==> src/rtl/ps2_pkg.sv <==
// Shared definitions for the PS/2 key buffer: prefix byte values,
// key_data bit positions and the receiver state encoding.
// No logic; imported by ps2_rx and ps2_key_buffer.
package ps2_pkg;

  // Prefix bytes that modify the following scan code
  localparam logic [7:0] PS2_PREFIX_EXT = 8'hE0;
  localparam logic [7:0] PS2_PREFIX_BRK = 8'hF0;

  // Bit positions inside the 32-bit key_data word
  localparam int KEY_VALID_BIT = 31;
  localparam int KEY_OVF_BIT   = 30;
  localparam int KEY_EXT_BIT   = 9;
  localparam int KEY_BRK_BIT   = 8;

  typedef enum logic [1:0] {
    IDLE,
    DATA,
    PARITY,
    STOP
  } rx_state_t;

endpackage

==> src/rtl/ps2_rx.sv <==
// Purpose: PS/2 frame receiver (2-FF sync, falling-edge sampling, parity/stop check, timeout).
// Latency: o_byte_valid pulses for one clk, one cycle after the synchronised stop-bit edge.
// Backpressure: none; the PS/2 device cannot be stalled, so o_byte_valid must be consumed when high.
// Ports: clk, rst (sync, active-high), ps2_clk/ps2_data (raw async lines),
//        o_byte[7:0] received data, o_byte_valid one-cycle strobe.
module ps2_rx
  import ps2_pkg::*;
#(
  parameter int TIMEOUT = 50000
) (
  input  logic       clk,
  input  logic       rst,
  input  logic       ps2_clk,
  input  logic       ps2_data,
  output logic [7:0] o_byte,
  output logic       o_byte_valid
);

  localparam int TW = $clog2(TIMEOUT + 1);
  localparam logic [TW-1:0] TO_LAST = TW'(TIMEOUT - 1);

  logic            r_clk_s1, r_clk_s2, r_clk_prev;
  logic            r_dat_s1, r_dat_s2;
  rx_state_t       r_state;
  logic [7:0]      r_shift;
  logic [2:0]      r_bitcnt;
  logic            r_par;
  logic [TW-1:0]   r_to_cnt;
  logic            w_fall;

  assign w_fall = r_clk_prev & ~r_clk_s2;

  always_ff @(posedge clk) begin
    if (rst) begin
      // Synchronisers reset to the idle-high bus level so that leaving
      // reset never looks like a falling edge.
      r_clk_s1     <= 1'b1;
      r_clk_s2     <= 1'b1;
      r_clk_prev   <= 1'b1;
      r_dat_s1     <= 1'b1;
      r_dat_s2     <= 1'b1;
      r_state      <= IDLE;
      r_shift      <= 8'd0;
      r_bitcnt     <= 3'd0;
      r_par        <= 1'b0;
      r_to_cnt     <= '0;
      o_byte       <= 8'd0;
      o_byte_valid <= 1'b0;
    end else begin
      r_clk_s1     <= ps2_clk;
      r_clk_s2     <= r_clk_s1;
      r_clk_prev   <= r_clk_s2;
      r_dat_s1     <= ps2_data;
      r_dat_s2     <= r_dat_s1;
      o_byte_valid <= 1'b0;

      if (w_fall) begin
        r_to_cnt <= '0;
        case (r_state)
          IDLE: begin
            // A sampled 1 is not a start bit; stay idle.
            if (!r_dat_s2) begin
              r_state  <= DATA;
              r_bitcnt <= 3'd0;
            end
          end
          DATA: begin
            // LSB first: shift in from the top
            r_shift  <= {r_dat_s2, r_shift[7:1]};
            r_bitcnt <= r_bitcnt + 3'd1;
            if (r_bitcnt == 3'd7) r_state <= PARITY;
          end
          PARITY: begin
            r_par   <= r_dat_s2;
            r_state <= STOP;
          end
          STOP: begin
            // Odd parity over data + parity bit, and stop bit must be 1
            if (r_dat_s2 && (^{r_shift, r_par})) begin
              o_byte       <= r_shift;
              o_byte_valid <= 1'b1;
            end
            r_state <= IDLE;
          end
          default: r_state <= IDLE;
        endcase
      end else if (r_state != IDLE) begin
        if (r_to_cnt == TO_LAST) begin
          r_state  <= IDLE;
          r_to_cnt <= '0;
        end else begin
          r_to_cnt <= r_to_cnt + TW'(1);
        end
      end else begin
        r_to_cnt <= '0;
      end
    end
  end

endmodule

==> src/rtl/ps2_key_buffer.sv <==
// Purpose: PS/2 key event queue behind the CPU key region; folds E0/F0 prefixes into one event.
// Latency: event visible on key_data one cycle after byte_valid; key_data is combinational from the head.
// Backpressure: none upstream; a full queue drops new events and sets the sticky overflow flag.
// Ports: clk, rst (sync, active-high), ps2_clk/ps2_data (raw PS/2 lines), read_key (pop strobe),
//        key_data[31:0] head word, key_count occupancy, overflow sticky drop flag.
module ps2_key_buffer
  import ps2_pkg::*;
#(
  parameter int DEPTH   = 8,
  parameter int TIMEOUT = 50000
) (
  input  logic                     clk,
  input  logic                     rst,
  input  logic                     ps2_clk,
  input  logic                     ps2_data,
  input  logic                     read_key,
  output logic [31:0]              key_data,
  output logic [$clog2(DEPTH):0]   key_count,
  output logic                     overflow
);

  localparam int AW = $clog2(DEPTH);
  localparam int CW = AW + 1;

  logic [7:0]    w_rx_byte;
  logic          w_rx_vld;
  logic          r_ext, r_brk;
  logic [9:0]    r_mem [DEPTH];
  logic [AW-1:0] r_wptr, r_rptr;
  logic [CW-1:0] r_count;
  logic          r_ovf;

  logic          w_is_ext, w_is_brk, w_push, w_push_ok, w_pop;
  logic          w_empty, w_full;
  logic [9:0]    w_event;

  ps2_rx #(.TIMEOUT(TIMEOUT)) u_rx (
    .clk          (clk),
    .rst          (rst),
    .ps2_clk      (ps2_clk),
    .ps2_data     (ps2_data),
    .o_byte       (w_rx_byte),
    .o_byte_valid (w_rx_vld)
  );

  assign w_is_ext = w_rx_vld && (w_rx_byte == PS2_PREFIX_EXT);
  assign w_is_brk = w_rx_vld && (w_rx_byte == PS2_PREFIX_BRK);
  assign w_push   = w_rx_vld && !w_is_ext && !w_is_brk;
  assign w_event  = {r_ext, r_brk, w_rx_byte};

  assign w_empty  = (r_count == '0);
  assign w_full   = (r_count == CW'(DEPTH));
  // Pop on empty is ignored even when a push lands in the same cycle.
  assign w_pop    = read_key && !w_empty;
  // A full queue still accepts a push when a pop frees the head slot this cycle.
  assign w_push_ok = w_push && (!w_full || w_pop);

  always_ff @(posedge clk) begin
    if (w_push_ok) r_mem[r_wptr] <= w_event;
  end

  always_ff @(posedge clk) begin
    if (rst) begin
      r_ext   <= 1'b0;
      r_brk   <= 1'b0;
      r_wptr  <= '0;
      r_rptr  <= '0;
      r_count <= '0;
      r_ovf   <= 1'b0;
    end else begin
      if (w_is_ext) r_ext <= 1'b1;
      if (w_is_brk) r_brk <= 1'b1;
      if (w_push) begin
        // Flags are consumed by the event even if the queue drops it.
        r_ext <= 1'b0;
        r_brk <= 1'b0;
      end
      if (w_push && !w_push_ok) r_ovf <= 1'b1;
      if (w_push_ok) r_wptr <= r_wptr + AW'(1);
      if (w_pop)     r_rptr <= r_rptr + AW'(1);
      case ({w_push_ok, w_pop})
        2'b10:   r_count <= r_count + CW'(1);
        2'b01:   r_count <= r_count - CW'(1);
        default: r_count <= r_count;
      endcase
    end
  end

  always_comb begin
    key_data = 32'd0;
    key_data[KEY_OVF_BIT] = r_ovf;
    if (!w_empty) begin
      key_data[KEY_VALID_BIT]  = 1'b1;
      key_data[KEY_EXT_BIT:0]  = r_mem[r_rptr];
    end
  end

  assign key_count = r_count;
  assign overflow  = r_ovf;

  // The brk bit position is implied by the event packing {ext, brk, code}.
  if (KEY_BRK_BIT != KEY_EXT_BIT - 1) begin : g_bad_layout
    $error("key_data ext/brk bit layout does not match event packing");
  end

endmodule

==> config.mk <==
export PLATFORM = sky130hd
export DESIGN_NAME = ps2_key_buffer
export DESIGN_NICKNAME = d
export VERILOG_FILES = /design/src/rtl/ps2_pkg.sv /design/src/rtl/ps2_rx.sv /design/src/rtl/ps2_key_buffer.sv
export SDC_FILE = /design/constraint.sdc
export NUM_CORES = 1
export LEC_CHECK = 0
export ABC_CLOCK_PERIOD_IN_PS = 3100
export CORE_MARGIN = 10
export CORE_UTILIZATION = 40
export CTS_CLUSTER_DIAMETER = 120
export CTS_CLUSTER_SIZE = 8
export DETAILED_ROUTE_END_ITERATION = 10
export DONT_BUFFER_PORTS = 1
export GPL_ROUTABILITY_DRIVEN = 0
export MAX_ROUTING_LAYER = met4
export PLACE_DENSITY_LB_ADDON = 0.1
export REMOVE_ABC_BUFFERS = 1
export SETUP_SLACK_MARGIN = 0.4
export SLEW_MARGIN = 0
export SYNTH_ARGS = -nofsm -noshare
export SYNTH_HDL_FRONTEND = slang
export SYNTH_SLANG_ARGS = --single-unit
==> constraint.sdc <==
create_clock -name clk -period 3.1 [get_ports clk]
set_input_delay 0.465 -clock clk [delete_from_list [all_inputs] [get_ports clk]]
set_output_delay 0.465 -clock clk [all_outputs]
set_load 0.02 [all_outputs]
==> flow_metrics.tcl, run 1 <==
set metrics [dict create \
    status "complete, no violations" \
    synth_area_um2 5890 \
    worstMarginPinSlew_ns 0.760 \
    core_area_um2 14500 \
    crit_fanout 6 \
    tns_ns 0 \
    first_pass_iters 4 \
    die_area_um2 20000 \
    grt_max_degree 51 \
    crit_slowest_cell "dfxtp_2" \
    rrSetupSlack_ns 0.62 \
    cts.sinks 140 \
    yosys-top-cells-area "edfxtp_1, dfxtp_1, mux4_2, mux2i_1, nor2_1" \
    reg2reg_from "key_count[3]" \
    cp_common_cell "inv_2" \
    rows 44 \
    yosys_register_bits 140 \
    dr.first_iter.drc_count 266 \
    timing.final.ws_setup_ns 0.623 \
    synth_warnings 0 \
    rsz0062_at_grt "no" \
    startpoint_type "register" \
    final_nets 484 \
    max_freq_ghz 0.404 \
    vias_per_cell 4.95 \
    start_util_pct 40.6 \
    worst-path-buf-inv 2 \
    ir_drop_mv 0.369 \
    final_core_util_pct 46.1 \
    ys_seq_area_share_pct 61.2 \
    cp_top_family "simple AND/OR/NAND/NOR gates" \
    io_pins 42 \
    synth.most_common_cell "edfxtp_1" \
    hold_path_end "key_count[0]" \
    synth_top_area_share_pct 40.8 \
    dieHeight_um 141 \
    max_cap_violations 0 \
    cts-root-buf "clkbuf_16" \
    antenna_found_initial 0 \
    max-clock-path-buffers 2 \
    hpwl_um 7050 \
    crit_required_ns 3.44 \
    clkLatencyLatePin_ns 0.42 \
    cp.depth 11 \
    skew_ns 0.00786 \
    min_path_cells 1 \
    finalMaxSlewViolations 0 \
    synth-edff-count 80 \
    synthTopCellsByCount "edfxtp_1, dfxtp_1, nor2_1" \
    cts_buffers 17 \
    slew_headroom_pct 49.3 \
    yosysUniqueCellTypes 45 \
    port_buffers 0 \
    crit_path_end_kind "register" \
    die_w_um 141 \
    holdCritStartpoint "rst" \
    cpPeakStageDelay_ns 0.39 \
    place_ws_ns 0.504 \
    reg2reg_to "key_count[3]" \
    synthFlopType "edfxtp_1" \
    syn_avg_cell_area_um2 13.0 \
    htree_levels 4 \
    postCtsHoldBufs 0 \
    remaining_drc_errors 0 \
    clkSlewWorstSetupHoldPaths_ns 0.06 \
    hold_class "in2reg" \
    grt_overflow 0 \
    period_share_pct 79.9 \
    drive_gt1_share_pct 16.9 \
    grt_pass1_vias 3368 \
    antenna_cells 0 \
    rr_worst_depth 11 \
    wl_um 11200 \
    grt_use_total_pct 11.9 \
    finalHoldViolCount 0 \
    leakage_nw 2.31 \
    antenna_left 0 \
    period_needed_ns 2.48 \
    crit_chain "nor4_4 -> inv_2 -> and2_2 -> nand2b_1 -> inv_2 -> ha_1 -> a21o_1 -> a21oi_1 -> nand3b_1 -> and3_1 -> nor3_1" \
    routedWlPerCell_um 16.8 \
    synth_top_cell_by_area "edfxtp_1" \
    grt_pass1_wl_um 17900 \
    worstPathArrival_ns 2.82 \
    path_class "reg2reg" \
    p_total_mw 4.64 \
    via_count 3287 \
    synth_cells 454 \
    whs_ns 0.105 \
    power_density_nw_per_um2 695 \
    area_growth_pct 13.4 \
    async_flop_share_pct 0 \
    finalSetupViolCount 0 \
    cts_tree "yes" \
]
report_power, final:
| part | internal (mW) | total (mW) | switching [mW] |
|---|---|---|---|
| sequential | 1.99 | 2.07 | 0.0833 |
| clock | 1.19 | 1.96 | 0.776 |
| combinational | 0.235 | 0.602 | 0.367 |
worst reg2reg max path, cell delays in order, from the launching register on:
cell	delay, ns
dfxtp_2	0.39
nor4_4	0.33
inv_2	0.13
and2_2	0.26
nand2b_1	0.14
inv_2	0.05
ha_1	0.27
a21o_1	0.17
a21oi_1	0.19
nand3b_1	0.13
and3_1	0.19
nor3_1	0.15
cells in the final DEF, fill, tap and decap left out, types with 2 or more instances in the layout:
master and n:
nand2_1 24, xnor2_1 18, o21ai_0 7, or3_1 2
nor2b_1 4, clkbuf_1 2, ha_1 11, nand2b_1 18
nor3_1 10, inv_1 11, a31oi_1 2, clkinv_4 3
clkbuf_16 17, dfxtp_2 5, clkinvlp_4 6, and3_1 2
or4b_1 2, and2_1 3, buf_4 14, nand3_1 19
bufinv_16 2, nor4_1 2, dfxtp_1 55, edfxtp_1 80
nor2_1 43, or2_1 4, inv_2 2, mux4_2 20
nand3b_1 2, xor2_1 8, conb_1 20, mux2i_1 20
nand4_1 3, a21oi_1 20
sequential cells by signal, summed over array words and instances, names as in the netlist, 2 cells and up, named ones only:
register       count
r_mem             80
u_rx.r_to_cnt     16
u_rx.r_state       2
u_rx.r_shift       8
r_rptr             3
u_rx.r_bitcnt      3
key_count          4
r_wptr             3
u_rx.o_byte        8
what timing repair did:
| item | in CTS | in global routing |
|---|---|---|
| gates resized for setup | 0 | 8 |
| setup buffers | 0 | 1 |
| setup endpoints to repair | 0 | 1 |
how the worst max path moves through the flow:
stage	to	slack, ns	from
2_1_floorplan	key_count[3]	-0.04	key_count[3]
6_report	key_count[3]	0.62	key_count[3]
5_1_grt	key_count[3]	0.41	key_count[3]
3_3_place_gp	key_count[3]	0.58	key_count[3]
4_1_cts	key_count[3]	0.48	key_count[3]
3_5_place_dp	key_count[3]	0.50	key_count[3]
final cells by class:
class	count	area, um2
inverters	13	48.8
multi-input cells	281	2100
fillers	1327	7800
flip-flops and latches	140	3610
well taps	184	230
clock inverters	13	145
clock buffers	19	433
repair buffers	14	105
cell families (layout without fill, tap and decap cells):
logic type                 count (synthesis)  after routing  share of synthesized area (%)
DFF                                      140            140                           61.2
AOI/OAI and AO/OA                         35             35                           3.44
adders and majority gates                 12             12                           2.68
other                                      1             20                         0.0637
and+or+nand+nor                          145            145                           12.2
xor gates and xnor gates                  26             26                           3.87
buffers and inverters                     52             59                           4.76
muxes                                     43             43                           11.7
layer usage:
layer  vias up  share of wire [%]  track usage (%)
met5         -                  0                -
met4         0                1.7             4.89
met3        17                3.8             3.67
met2        59                 47             17.8
met1      1594                 47             14.7
li1       1617                  -                -
per-stage QoR:
stage          cells  area [um2]
3_5_place_dp     631        6070
4_1_cts          663        6640
3_3_place_gp     631        6070
2_1_floorplan    434        5730
6_report         664        6670
5_1_grt          664        6670
No activity file was read; power rests on OpenSTA's default activity.
==> inputs of run 2 (changes only) <==
--- a/config.mk
+++ b/config.mk
@@ -5,7 +5,7 @@
 export SDC_FILE = /design/constraint.sdc
 export NUM_CORES = 1
 export LEC_CHECK = 0
-export ABC_CLOCK_PERIOD_IN_PS = 3100
+export ABC_CLOCK_PERIOD_IN_PS = 2450
 export CORE_MARGIN = 10
 export CORE_UTILIZATION = 40
 export CTS_CLUSTER_DIAMETER = 120
==> constraint.sdc (replaced) <==
create_clock -name clk -period 2.45 [get_ports clk]
set_input_delay 0.3675 -clock clk [delete_from_list [all_inputs] [get_ports clk]]
set_output_delay 0.3675 -clock clk [all_outputs]
set_load 0.02 [all_outputs]
==> run 2 against run 1 <==
Effect of this change: non-clock buffer count increased by 22; via count up 3.7%; worst hold slack worse by 0.085 ns; total power rose by 37%; worst setup slack got worse by 0.36 ns; combinational power up 81%; critical endpoint is now key_data[1]; highest routed layer unchanged.
==> flow_metrics.tcl, run 2 (same netlist as run 1, synthesis figures left out) <==
set metrics [dict create \
    ir_drop_mv 0.456 \
    path_class "reg2out" \
    fill_cells 1282 \
    crit_path_end_kind "primary output" \
    vias_per_cell 4.97 \
    wl_um 11800 \
    cpPeakStageDelay_ns 0.53 \
    rows 44 \
    period_needed_ns 2.19 \
    io_pins 42 \
    grt_max_degree 51 \
    clkSlewWorstSetupHoldPaths_ns 0.06 \
    dieHeight_um 141 \
    cts-root-buf "clkbuf_16" \
    antenna_cells 0 \
    cts_buffers 17 \
    clkLatencyLatePin_ns 0.41 \
    worstPathArrival_ns 1.82 \
    htree_levels 4 \
    remaining_drc_errors 0 \
    cts.sinks 140 \
    port_buffers 0 \
    power_density_nw_per_um2 893 \
    max_cap_violations 0 \
    via_count 3408 \
    grt_use_total_pct 12.6 \
    die_area_um2 20000 \
    crit_fanout 5 \
    grt_pass1_wl_um 18900 \
    final_core_util_pct 49.0 \
    hold_class "in2reg" \
    die_w_um 141 \
    routedWlPerCell_um 17.2 \
    startpoint_type "register" \
    finalSetupViolCount 0 \
    finalMaxSlewViolations 0 \
    drive_gt1_share_pct 23.9 \
    skew_ns 0.00639 \
    crit_slowest_cell "mux4_2" \
    grt_pass1_vias 3516 \
    period_share_pct 89.2 \
    leakage_nw 2.49 \
    area_growth_pct 20.5 \
    core_area_um2 14500 \
    final_cell_mix "edfxtp_1, dfxtp_1, nor2_1" \
    final_common_cell "edfxtp_1" \
    hpwl_um 7440 \
    cts_tree "yes" \
    largest_reg_flops 80 \
    top_register "r_mem" \
    reg.largest.list "r_mem: 80 flops, u_rx.r_to_cnt: 16 flops" \
    crit_required_ns 2.08 \
    grt_overflow 0 \
    start_util_pct 40.6 \
    crit_chain "buf_12 -> mux4_2 -> mux2i_4 -> nor2_4" \
    antenna_found_initial 0 \
    final_nets 506 \
    finalHoldViolCount 0 \
    antenna_left 0 \
    max-clock-path-buffers 2 \
    status "complete, no violations" \
    p_total_mw 6.33 \
    max_freq_ghz 0.458 \
    first_pass_iters 4 \
    rsz0062_at_grt "yes" \
    worst-path-buf-inv 1 \
    cp_top_family "multiplexers" \
    dr.first_iter.drc_count 230 \
]
run 2: changes by cell type in the layout (fill, tap and decap cells not counted), sizes merged:
cell	before	now
buf	14	33
bufinv	2	4
clkbuf	19	18
clkdlybuf4s15	0	1
clkinv	4	5
clkinvlp	6	3
dlygate4sd3	0	2
inv	14	15
run 2: layout make-up:
cell class                 instances  area [um2]  area share (%)
tap                              184         230            3.25
timing repair buffer              36         332            4.68
clock inverter                    14         194            2.73
clock buffer                      18         429            6.05
sequential                       140        3610            51.0
inverter                          13        48.8           0.688
multi-input combinational        281        2240            31.7
run 2: through the flow:
stage	cells	hold slack (ns)	TNS (ns)	worst slack, ns	cell area (um2)
6_report	686	0.0202	0	0.264	7090
2_1_floorplan	434	0.383	-8.73	-0.686	5730
5_1_grt	686	-0.00142	0	0.186	7090
3_3_place_gp	646	0.402	0	0.180	6190
3_5_place_dp	646	0.400	0	0.121	6190
4_1_cts	682	0.00112	0	0.231	6990
run 2: timing repair:
item | 4_1_cts | 5_1_grt
cloned | 2 | 1
setup endpoints to repair | 17 | 90
setup buffers | 2 | 1
resized for setup | 27 | 15
endpoints found under the hold margin | 0 | 2
hold buffers | 0 | 2
pin swaps | 2 | 8
run 2: layer usage:
metal  routed length (um)  global-route usage (%)  up-vias
met2                 5620                    19.0       69
met1                 5590                    15.8     1667
li1                     -                       -     1654
met5                    0                       -        -
met3                  383                    3.20       18
met4                  212                    5.27        0
run 2: worst paths after layout:
kind | start | end | slack, ns | cells after the start
hold reg to reg | u_rx.r_dat_s1 | u_rx.r_dat_s2 | 0.41 | 1
hold / removal | rst | key_count[1] | 0.02 | 1
setup / recovery | register | key_data[1] | 0.26 | 4
setup reg to reg | u_rx.o_byte[2] | key_count[3] | 0.31 | 11
run 2: worst register-to-register path, delay by kind of cell (launching register included):
kind,cells,cell delay [ns]
and+or+nand+nor,5,0.86
DFF,1,0.33
adders and majority gates,1,0.23
AOI/OAI and AO/OA,3,0.44
buffers and inverters,2,0.21
run 2: where the power goes:
group | switching (mW) | internal [mW]
combinational | 0.644 | 0.449
clock | 0.970 | 1.70
sequential | 0.0514 | 2.51
